--- config.mk ---
export PLATFORM = sky130hd
export DESIGN_NAME = imem_loader_flat
export DESIGN_NICKNAME = d
export VERILOG_FILES = /design/src/rtl/imem_loader_pkg.sv /design/src/rtl/imem_loader_if.sv /design/src/rtl/imem_loader_byte_packer.sv /design/src/rtl/imem_loader.sv /design/src/flat_wrapper.sv
export SDC_FILE = /design/constraint.sdc
export NUM_CORES = 1
export LEC_CHECK = 0
export BUFFER_PORTS_ARGS = -buffer_cell sky130_fd_sc_hd__buf_2
export CAP_MARGIN = 25
export CORE_ASPECT_RATIO = 0.7
export CORE_UTILIZATION = 55
export CTS_CLUSTER_DIAMETER = 40
export DETAILED_ROUTE_END_ITERATION = 8
export GPL_ROUTABILITY_DRIVEN = 0
export PLACE_DENSITY = 0.86
export SYNTH_ARGS = -nofsm -noshare
export SYNTH_HDL_FRONTEND = slang
export SYNTH_SLANG_ARGS = --single-unit
--- constraint.sdc ---
create_clock -name clk -period 5.1 [get_ports clk]
set_input_delay 1.275 -clock clk [delete_from_list [all_inputs] [get_ports clk]]
set_output_delay 1.275 -clock clk [all_outputs]
set_load 0.005 [all_outputs]
--- src/rtl/imem_loader_pkg.sv ---
// Shared types and constants for the boot-time instruction-memory loader.
package loader_pkg;
  typedef enum logic [2:0] {
    S_LEN0,
    S_LEN1,
    S_DATA,
    S_CSUM,
    S_DONE,
    S_ERR
  } loader_state_e;

  localparam int HDR_BYTES      = 2;
  localparam int BYTES_PER_WORD = 4;
endpackage

--- src/rtl/imem_loader_if.sv ---
// Byte-stream handshake and instruction-memory write bus seen by the loader.
interface imem_loader_if #(
  parameter int ADDR_W = 10
);
  logic [7:0]        byte_data;
  logic              byte_valid;
  logic              byte_ready;
  logic              imem_we;
  logic [ADDR_W-1:0] imem_addr;
  logic [31:0]       imem_wdata;

  // master: host link plus memory side; slave: the loader itself
  modport master (output byte_data, byte_valid,
                  input  byte_ready, imem_we, imem_addr, imem_wdata);
  modport slave  (input  byte_data, byte_valid,
                  output byte_ready, imem_we, imem_addr, imem_wdata);
endinterface

--- src/rtl/imem_loader_byte_packer.sv ---
// Assembles little-endian 32-bit words from a byte stream; word_valid pulses
// the cycle after the fourth byte of a word is accepted.
module byte_packer
  import loader_pkg::*;
(
  input  logic        clk,
  input  logic        rst_n,
  input  logic        clear,
  input  logic        in_valid,
  input  logic [7:0]  in_byte,
  output logic [1:0]  byte_cnt,
  output logic        word_valid,
  output logic [31:0] word
);
  logic [23:0] acc;

  always_ff @(posedge clk or negedge rst_n) begin
    if (!rst_n) begin
      byte_cnt   <= 2'd0;
      acc        <= 24'd0;
      word_valid <= 1'b0;
      word       <= 32'd0;
    end else begin
      word_valid <= 1'b0;
      if (clear) begin
        byte_cnt <= 2'd0;
      end else if (in_valid) begin
        if (byte_cnt == 2'(BYTES_PER_WORD - 1)) begin
          // top lane arrives straight into the output word, leaving acc free
          word       <= {in_byte, acc};
          word_valid <= 1'b1;
          byte_cnt   <= 2'd0;
        end else begin
          case (byte_cnt)
            2'd0:    acc[7:0]   <= in_byte;
            2'd1:    acc[15:8]  <= in_byte;
            default: acc[23:16] <= in_byte;
          endcase
          byte_cnt <= byte_cnt + 2'd1;
        end
      end
    end
  end
endmodule

--- src/rtl/imem_loader.sv ---
// Boot loader: length header, N little-endian words into instruction memory,
// then core release. Optional trailing checksum byte under IMEM_LOADER_CSUM_EN.
module imem_loader
  import loader_pkg::*;
#(
  parameter int ADDR_W = 10,
  parameter int LEN_W  = 16
) (
  input  logic         clk,
  input  logic         rst,
  imem_loader_if.slave bus,
  output logic         core_rst_n,
  output logic         load_done,
  output logic         load_err
);
  localparam int DEPTH = 2**ADDR_W;
`ifdef IMEM_LOADER_CSUM_EN
  localparam loader_state_e S_END = S_CSUM;
`else
  localparam loader_state_e S_END = S_DONE;
`endif

  loader_state_e     state, state_nxt;
  logic              ready_en, accepting, xfer, data_xfer, word_done;
  logic              word_valid;
  logic [1:0]        byte_cnt;
  logic [7:0]        len_lo;
  logic [LEN_W-1:0]  n_full, n_words, word_cnt;
  logic [31:0]       word;
  logic [ADDR_W-1:0] addr_q;

  assign accepting = (state == S_LEN0) || (state == S_LEN1) ||
                     (state == S_DATA) || (state == S_CSUM);
  assign bus.byte_ready = ready_en && accepting;
  assign xfer      = bus.byte_valid && bus.byte_ready;
  assign data_xfer = xfer && (state == S_DATA);
  assign word_done = data_xfer && (byte_cnt == 2'(BYTES_PER_WORD - 1));
  assign n_full    = LEN_W'({bus.byte_data, len_lo});

  assign bus.imem_we    = word_valid;
  assign bus.imem_addr  = addr_q;
  assign bus.imem_wdata = word;

  byte_packer u_packer (
    .clk        (clk),
    .rst_n      (rst),
    .clear      (state != S_DATA),
    .in_valid   (data_xfer),
    .in_byte    (bus.byte_data),
    .byte_cnt   (byte_cnt),
    .word_valid (word_valid),
    .word       (word)
  );

`ifdef IMEM_LOADER_CSUM_EN
  logic [7:0] csum;

  always_ff @(posedge clk or negedge rst) begin
    if (!rst)           csum <= 8'd0;
    else if (data_xfer) csum <= csum + bus.byte_data;
  end
`endif

  always_ff @(posedge clk or negedge rst) begin
    if (!rst) state <= S_LEN0;
    else      state <= state_nxt;
  end

  always_comb begin
    state_nxt = state;
    case (state)
      S_LEN0: if (xfer) state_nxt = S_LEN1;
      S_LEN1: begin
        if (xfer) begin
          if (n_full == '0)                 state_nxt = S_END;
          else if (32'(n_full) > 32'(DEPTH)) state_nxt = S_ERR;
          else                              state_nxt = S_DATA;
        end
      end
      S_DATA: if (word_done && ((word_cnt + LEN_W'(1)) == n_words)) state_nxt = S_END;
`ifdef IMEM_LOADER_CSUM_EN
      S_CSUM: if (xfer) state_nxt = (bus.byte_data == csum) ? S_DONE : S_ERR;
`endif
      default: ;
    endcase
  end

  // the write pulse for the final word lands in the first S_DONE cycle, so
  // registering the release from state guarantees it follows that write
  always_ff @(posedge clk or negedge rst) begin
    if (!rst) begin
      ready_en   <= 1'b0;
      len_lo     <= 8'd0;
      n_words    <= '0;
      word_cnt   <= '0;
      addr_q     <= '0;
      core_rst_n <= 1'b0;
      load_done  <= 1'b0;
      load_err   <= 1'b0;
    end else begin
      ready_en <= 1'b1;
      if (xfer && (state == S_LEN0)) len_lo  <= bus.byte_data;
      if (xfer && (state == S_LEN1)) n_words <= n_full;
      if (word_done) begin
        addr_q   <= word_cnt[ADDR_W-1:0];
        word_cnt <= word_cnt + LEN_W'(1);
      end
      core_rst_n <= (state == S_DONE);
      load_done  <= (state == S_DONE);
      load_err   <= (state == S_ERR);
    end
  end
endmodule

--- src/flat_wrapper.sv ---
// flat-port wrapper written by rule: the top's interface ports become plain ports
module imem_loader_flat import loader_pkg::*;
#(
  parameter int ADDR_W = 10,
  parameter int LEN_W  = 16
)
  (clk, rst, core_rst_n, load_done, load_err, bus_byte_data, bus_byte_valid, bus_byte_ready, bus_imem_we, bus_imem_addr, bus_imem_wdata);
  imem_loader_if #(.ADDR_W(ADDR_W)) bus_i ();
  input  logic clk;
  input  logic rst;
  output logic core_rst_n;
  output logic load_done;
  output logic load_err;
  input wire logic [$bits(bus_i.byte_data)-1:0] bus_byte_data;
  input wire logic [$bits(bus_i.byte_valid)-1:0] bus_byte_valid;
  output wire logic [$bits(bus_i.byte_ready)-1:0] bus_byte_ready;
  output wire logic [$bits(bus_i.imem_we)-1:0] bus_imem_we;
  output wire logic [$bits(bus_i.imem_addr)-1:0] bus_imem_addr;
  output wire logic [$bits(bus_i.imem_wdata)-1:0] bus_imem_wdata;
  assign bus_i.byte_data = bus_byte_data;
  assign bus_i.byte_valid = bus_byte_valid;
  assign bus_byte_ready = bus_i.byte_ready;
  assign bus_imem_we = bus_i.imem_we;
  assign bus_imem_addr = bus_i.imem_addr;
  assign bus_imem_wdata = bus_i.imem_wdata;
  imem_loader #(.ADDR_W(ADDR_W), .LEN_W(LEN_W)) u_core (.clk(clk), .rst(rst), .bus(bus_i), .core_rst_n(core_rst_n), .load_done(load_done), .load_err(load_err));
endmodule
Word level (Yosys, flattened, before mapping):

Index checks and enable logic that the tools add are counted.

* $lt $le $gt $ge: 1
* $add $sub $neg: 2
* mux-type cells: 12
* equality and inequality tests: 12
* reductions and logical operators: 21
* bitwise operators: 3

Operators by type and width (number)
* $add 16x1->16 const B: 1
* $eq 16x16->1: 1
* $gt 16x11->1 const B: 1
* $logic_not 16->1: 1
* $reduce_and 4->1: 4
* $mux 3: 5
* $pmux 3 s3: 1
* $logic_and 1x1->1: 7
* $eq 3x2->1 const B: 2
* $eq 3x3->1 const B: 2
* $mux 2: 3
* $ne 2x1->1 const B: 2
* $eq 3x1->1 const B: 1
* $logic_not 3->1: 1
* $logic_or 1x1->1: 3
* $mux 1: 3
* $ne 3x2->1 const B: 1
* $not 1->1: 3
* $reduce_and 3->1: 1
* $reduce_bool 3->1: 1
* $add 2x1->2 const B: 1
* $eq 2x1->1 const B: 1
* $eq 2x2->1 const B: 1
* $logic_not 2->1: 1
* 3 further kinds: 3

* bits in registers: 115
* logic and storage cells: 65

Depth between registers and ports, before layout:

* word-level depth: 11
* gate-level depth with buffers: 9

Modules after synthesis:

From an unflattened synthesis, not the netlist that was laid out.

* cell total of the unflattened synthesis: 380
* area total of the unflattened synthesis: 5343.9 um^2

Modules (own cells, without submodules)
* imem_loader: times used 1, area an instance 2836.5 um^2, cells each 242
* byte_packer: times used 1, area an instance 2507.4 um^2, cells each 138

Least setup slack after synthesis:

Ideal clock, no wire load.

* kind: input to register
* from: in bus_byte_data[7]
* to: reg u_core.state[1]
* path buffers: 0
* setup slack: 2.534 ns
* data arrival time: 2.489 ns
* stages on the path: 5
* cells stage by stage: or4_1 > nor2_1 > nand3b_1 > or4_1 > o21ai_1

* longest elaborated chain between the ends: 5
* elaborated cells on any way between the ends: 6
* classes of those cells: order compare (1); mux (4); reduce/logical (1)

RTL lines
* start: declaration: line flat_wrapper.sv:14 `input wire logic [$bits(bus_i.byte_data)-1:0] bus_byte_data;`
* $gt 16x11->1: line imem_loader.sv:76 `else if (32'(n_full) > 32'(DEPTH)) state_nxt = S_ERR;`
* $mux 3: line imem_loader.sv:76
* $mux 3 *: line imem_loader.sv:75 `if (n_full == '0) state_nxt = S_END;`
* $mux 3 *: line imem_loader.sv:74 `if (xfer) begin`
* $pmux 3 s3 *: line imem_loader.sv:71 `case (state)`
* end signal: assignment: line imem_loader.sv:66 `else state <= state_nxt;`
* end: declaration: line imem_loader.sv:23 `loader_state_e state, state_nxt;`

Mark *: on every way between the ends. The rest lies on a longest branch, timed or not. The select of a mux whose other input is x is not followed.
A chain may end at the register's enable or synchronous reset.

Worst setup path after layout:

* from: in bus_byte_valid
* to: reg u_core.state[0]

* longest elaborated chain between the ends: 6
* elaborated cells on any way between the ends: 8
* classes of those cells: eq/ne (3); reduce/logical (5)

RTL lines
* start: declaration: line flat_wrapper.sv:15 `input wire logic [$bits(bus_i.byte_valid)-1:0] bus_byte_valid;`
* $logic_and 1x1->1 *: line imem_loader.sv:35 `assign xfer = bus.byte_valid && bus.byte_ready;`
* $logic_and 1x1->1: line imem_loader.sv:36 `assign data_xfer = xfer && (state == S_DATA);`
* $logic_and 1x1->1: line imem_loader.sv:37 `assign word_done = data_xfer && (byte_cnt == 2'(BYTES_PER_WORD - 1));`
* $logic_and 1x1->1: line imem_loader.sv:80 `S_DATA: if (word_done && ((word_cnt + LEN_W'(1)) == n_words)) state_nxt = S_END;`
* $ne 2x2->1 (no source line)
* $reduce_and 4->1 (no source line) *

Mark *: on every way between the ends. The rest lies on a longest branch, timed or not.

==> out/metrics.cfg <==
[timing]
relSlewSlack=0.4886
fin_tns_setup_ns=0
setup_violations=0
finalHoldViolations=0
grt_setup_unrepaired=no
tightest_slew_ns=0.7672
finalCriticalPeriod_ns=2.722
max_freq_mhz=367.3
min_period_over_period=0.5338
slew_viol_final=0
skew_ns=0.006107

[critical_path]
endpoint_kind=flop
cpPeakStageDelay_ns=0.56
worstPathMaxFanout=15
critPathTopFamily=simple AND/OR/NAND/NOR gates
path_buf_inv=1
crit_chain=buf_2 > nand3_1 > nor3_4 > nand4_1 > nor4_1 > nand4_2 > nand2_2 > mux2i_1
worst_ep_required_time_ns=5.43
start_kind=input pin
arrival_ns=3.05
critPathSlowestCell=nor3_4
crit_type=in -> reg

[yosys]
synth-seq-cells=115
netlist.area_leader.share=0.5694
synth-edff-count=0
ys_warn_count=0
synth_cell_type_count=50
synth.area.top_cells=dfrtp_1, mux2_2, xnor2_1
netlist_instances=380
avgSynthCellArea_um2=13.30
synthFlopType=dfrtp_1
netlist_area_mm2=0.005054
synth_nets=396
synth_area_leader_cell=dfrtp_1
seq_area_frac_synth=0.5694
async_flop_share=1.000

[run_status]
outcome=finished clean

[placed_design]
port_buffers=57
dp_hpwl_mm=7.367
post_dp_cell_area_mm2=0.005439

[clock_tree]
clock_path_buffers=2
numCtsBuffers=17
cts.reportedPaths.clkPinSlew_ns=0.05
cts_hold_buf=0
ctsRootBufferMaster=clkbuf_16
cts_setup_buffers=0
numClockSinks=115
clkLatencyLatePin_ns=0.41
cts_tree=yes
h-tree-depth=4
ctsResizeCount=0

[routing]
wl_mm=11.23
drc=0
vias=3241
viasPerCell=5.627
dr.pass1.iters=4
drtIter0Drc=214
detail-route-antenna-nets=0
wl_per_cell_um=19.50

[pwr]
p_leak_nw=3.082
ir_worst_vdd_mv=0.2448
power_density_mw_per_mm2=399.6
total_power_mw=2.422

[final_layout]
num_antenna_cells=0
fill_cells=581
multi_input_area_mm2=0.002067
final_area_mm2=0.006061
num-nets-final=459
drive_gt1_frac=0.4364
area_growth_pct=19.93
ff_latch_area_mm2=0.002878

[floorplan]
fp.dieW_um=116.6
core_area_mm2=0.008688
initial_core_util=0.5817
dieHeight_um=82.20
fp-row-count=28
io_pins=58
die_area_mm2=0.009582

[flow_run]
drv_cap=0

[global_route]
grtUsageTotal=0.2610
grt_pass1_vias=3520
grt_pass1_wl_mm=18.05
antenna_found_initial=0
grt_max_degree=62
grt-ovfl-total=0

[hold_path]
hp-class=reg -> reg

-- area by class of cell --
| type | instances | area share |
|---|---|---|
| clock buffers | 22 | 0.08154 |
| clock inverters | 10 | 0.02106 |
| inverters | 7 | 0.004335 |
| multi-input cells | 241 | 0.3410 |
| flip-flops and latches | 115 | 0.4748 |
| well taps | 120 | 0.02477 |
| repair buffers | 61 | 0.05244 |
-- cell usage in the layout (no fill, tap or decap), drive strengths merged, types with 6 or more instances in the layout --
cell type	count
a21oi	6
buf	61
clkbuf	22
clkinv	6
dfrtp	115
inv	7
mux2	91
nand2	20
nand3	10
nand4	9
nor2	15
nor3	7
nor4	6
xnor2	22
xor2	11
-- registers in the layout, summed over array words and instances (netlist names), 2 cells and up --
register and cells:
u_core.bus.imem_addr 10, u_core.len_lo 8, u_core.n_words 16, u_core.state 3, u_core.u_packer.acc 24, u_core.u_packer.byte_cnt 2, u_core.u_packer.word 32, u_core.word_cnt 16
-- where the power goes --
part	leakage, nW	switching (mW)	internal, mW
Combinational	1.20	0.104	0.0909
Clock	0.311	0.410	0.827
Sequential	1.57	0.0362	0.953
-- worst paths after layout --
check | depth (start not counted) | to | slack (ns) | start
min reg2reg | 1 | u_core.u_packer.word[3] | 0.50 | u_core.u_packer.word[3]
min in group asynchronous | 2 | u_core.word_cnt[10] | 0.99 | rst
max | 8 | u_core.state[0] | 2.38 | bus_byte_valid
max in group asynchronous | 2 | u_core.len_lo[6] | 3.56 | rst
max reg2reg | 8 | u_core.state[0] | 2.60 | u_core.word_cnt[0]
min | 1 | u_core.u_packer.word[3] | 0.50 | u_core.u_packer.word[3]
-- per-layer routing --
layer  GRT usage  up-vias  part of all wire
li1            -     1469                 -
met3     0.08540       22             0.057
met5           0        -                 0
met1      0.3374     1658              0.45
met4      0.1101        0             0.018
met2      0.4083       92              0.47
-- stage by stage --
| step | hold slack, ns | util | worst slack [ns] | instances |
|---|---|---|---|---|
| floorplan | 0.4615 | - | 2.534 | 380 |
| finish | 0.4982 | 0.6976 | 2.378 | 576 |
| CTS | 0.5034 | 0.6976 | 2.425 | 576 |
| global placement | 0.4809 | 0.6260 | 2.140 | 544 |
| global route | 0.5138 | 0.6976 | 2.280 | 576 |
| detailed placement | 0.4900 | 0.6260 | 2.051 | 544 |
-- synth_stat cells, types with 3 or more instances --
cell type	count
dfrtp_1	115
nand3_1	9
mux2_2	91
or4_1	3
inv_1	7
xnor2_1	22
buf_2	8
nor3_1	5
xor2_1	11
ha_1	5
nor2_1	14
a21oi_1	6
nand4_1	7
o21ai_0	4
nor4_1	6
nand2_1	18
clkbuf_1	6
-- worst register-to-register path, stage by stage, from the launching register on --
cell and delay, ns:
dfrtp_1 0.47, ha_1 0.35, nand2_2 0.17, or4_4 0.53, or3_1 0.33, o211ai_2 0.10
nand4_2 0.15, nand2_2 0.12, mux2i_1 0.20
-- kinds of logic (layout without fill, tap and decap cells) --
logic type	Yosys count	in the layout	synth area share
flops	115	115	0.5694
xor+xnor	33	33	0.05719
mux	93	93	0.2067
simple gates	84	84	0.09235
compound gates	25	25	0.03838
other cells	1	1	0.0007420
fa+ha+maj	5	5	0.01238
buf+inv	24	100	0.02278
Power figures use the tool's default switching activity.
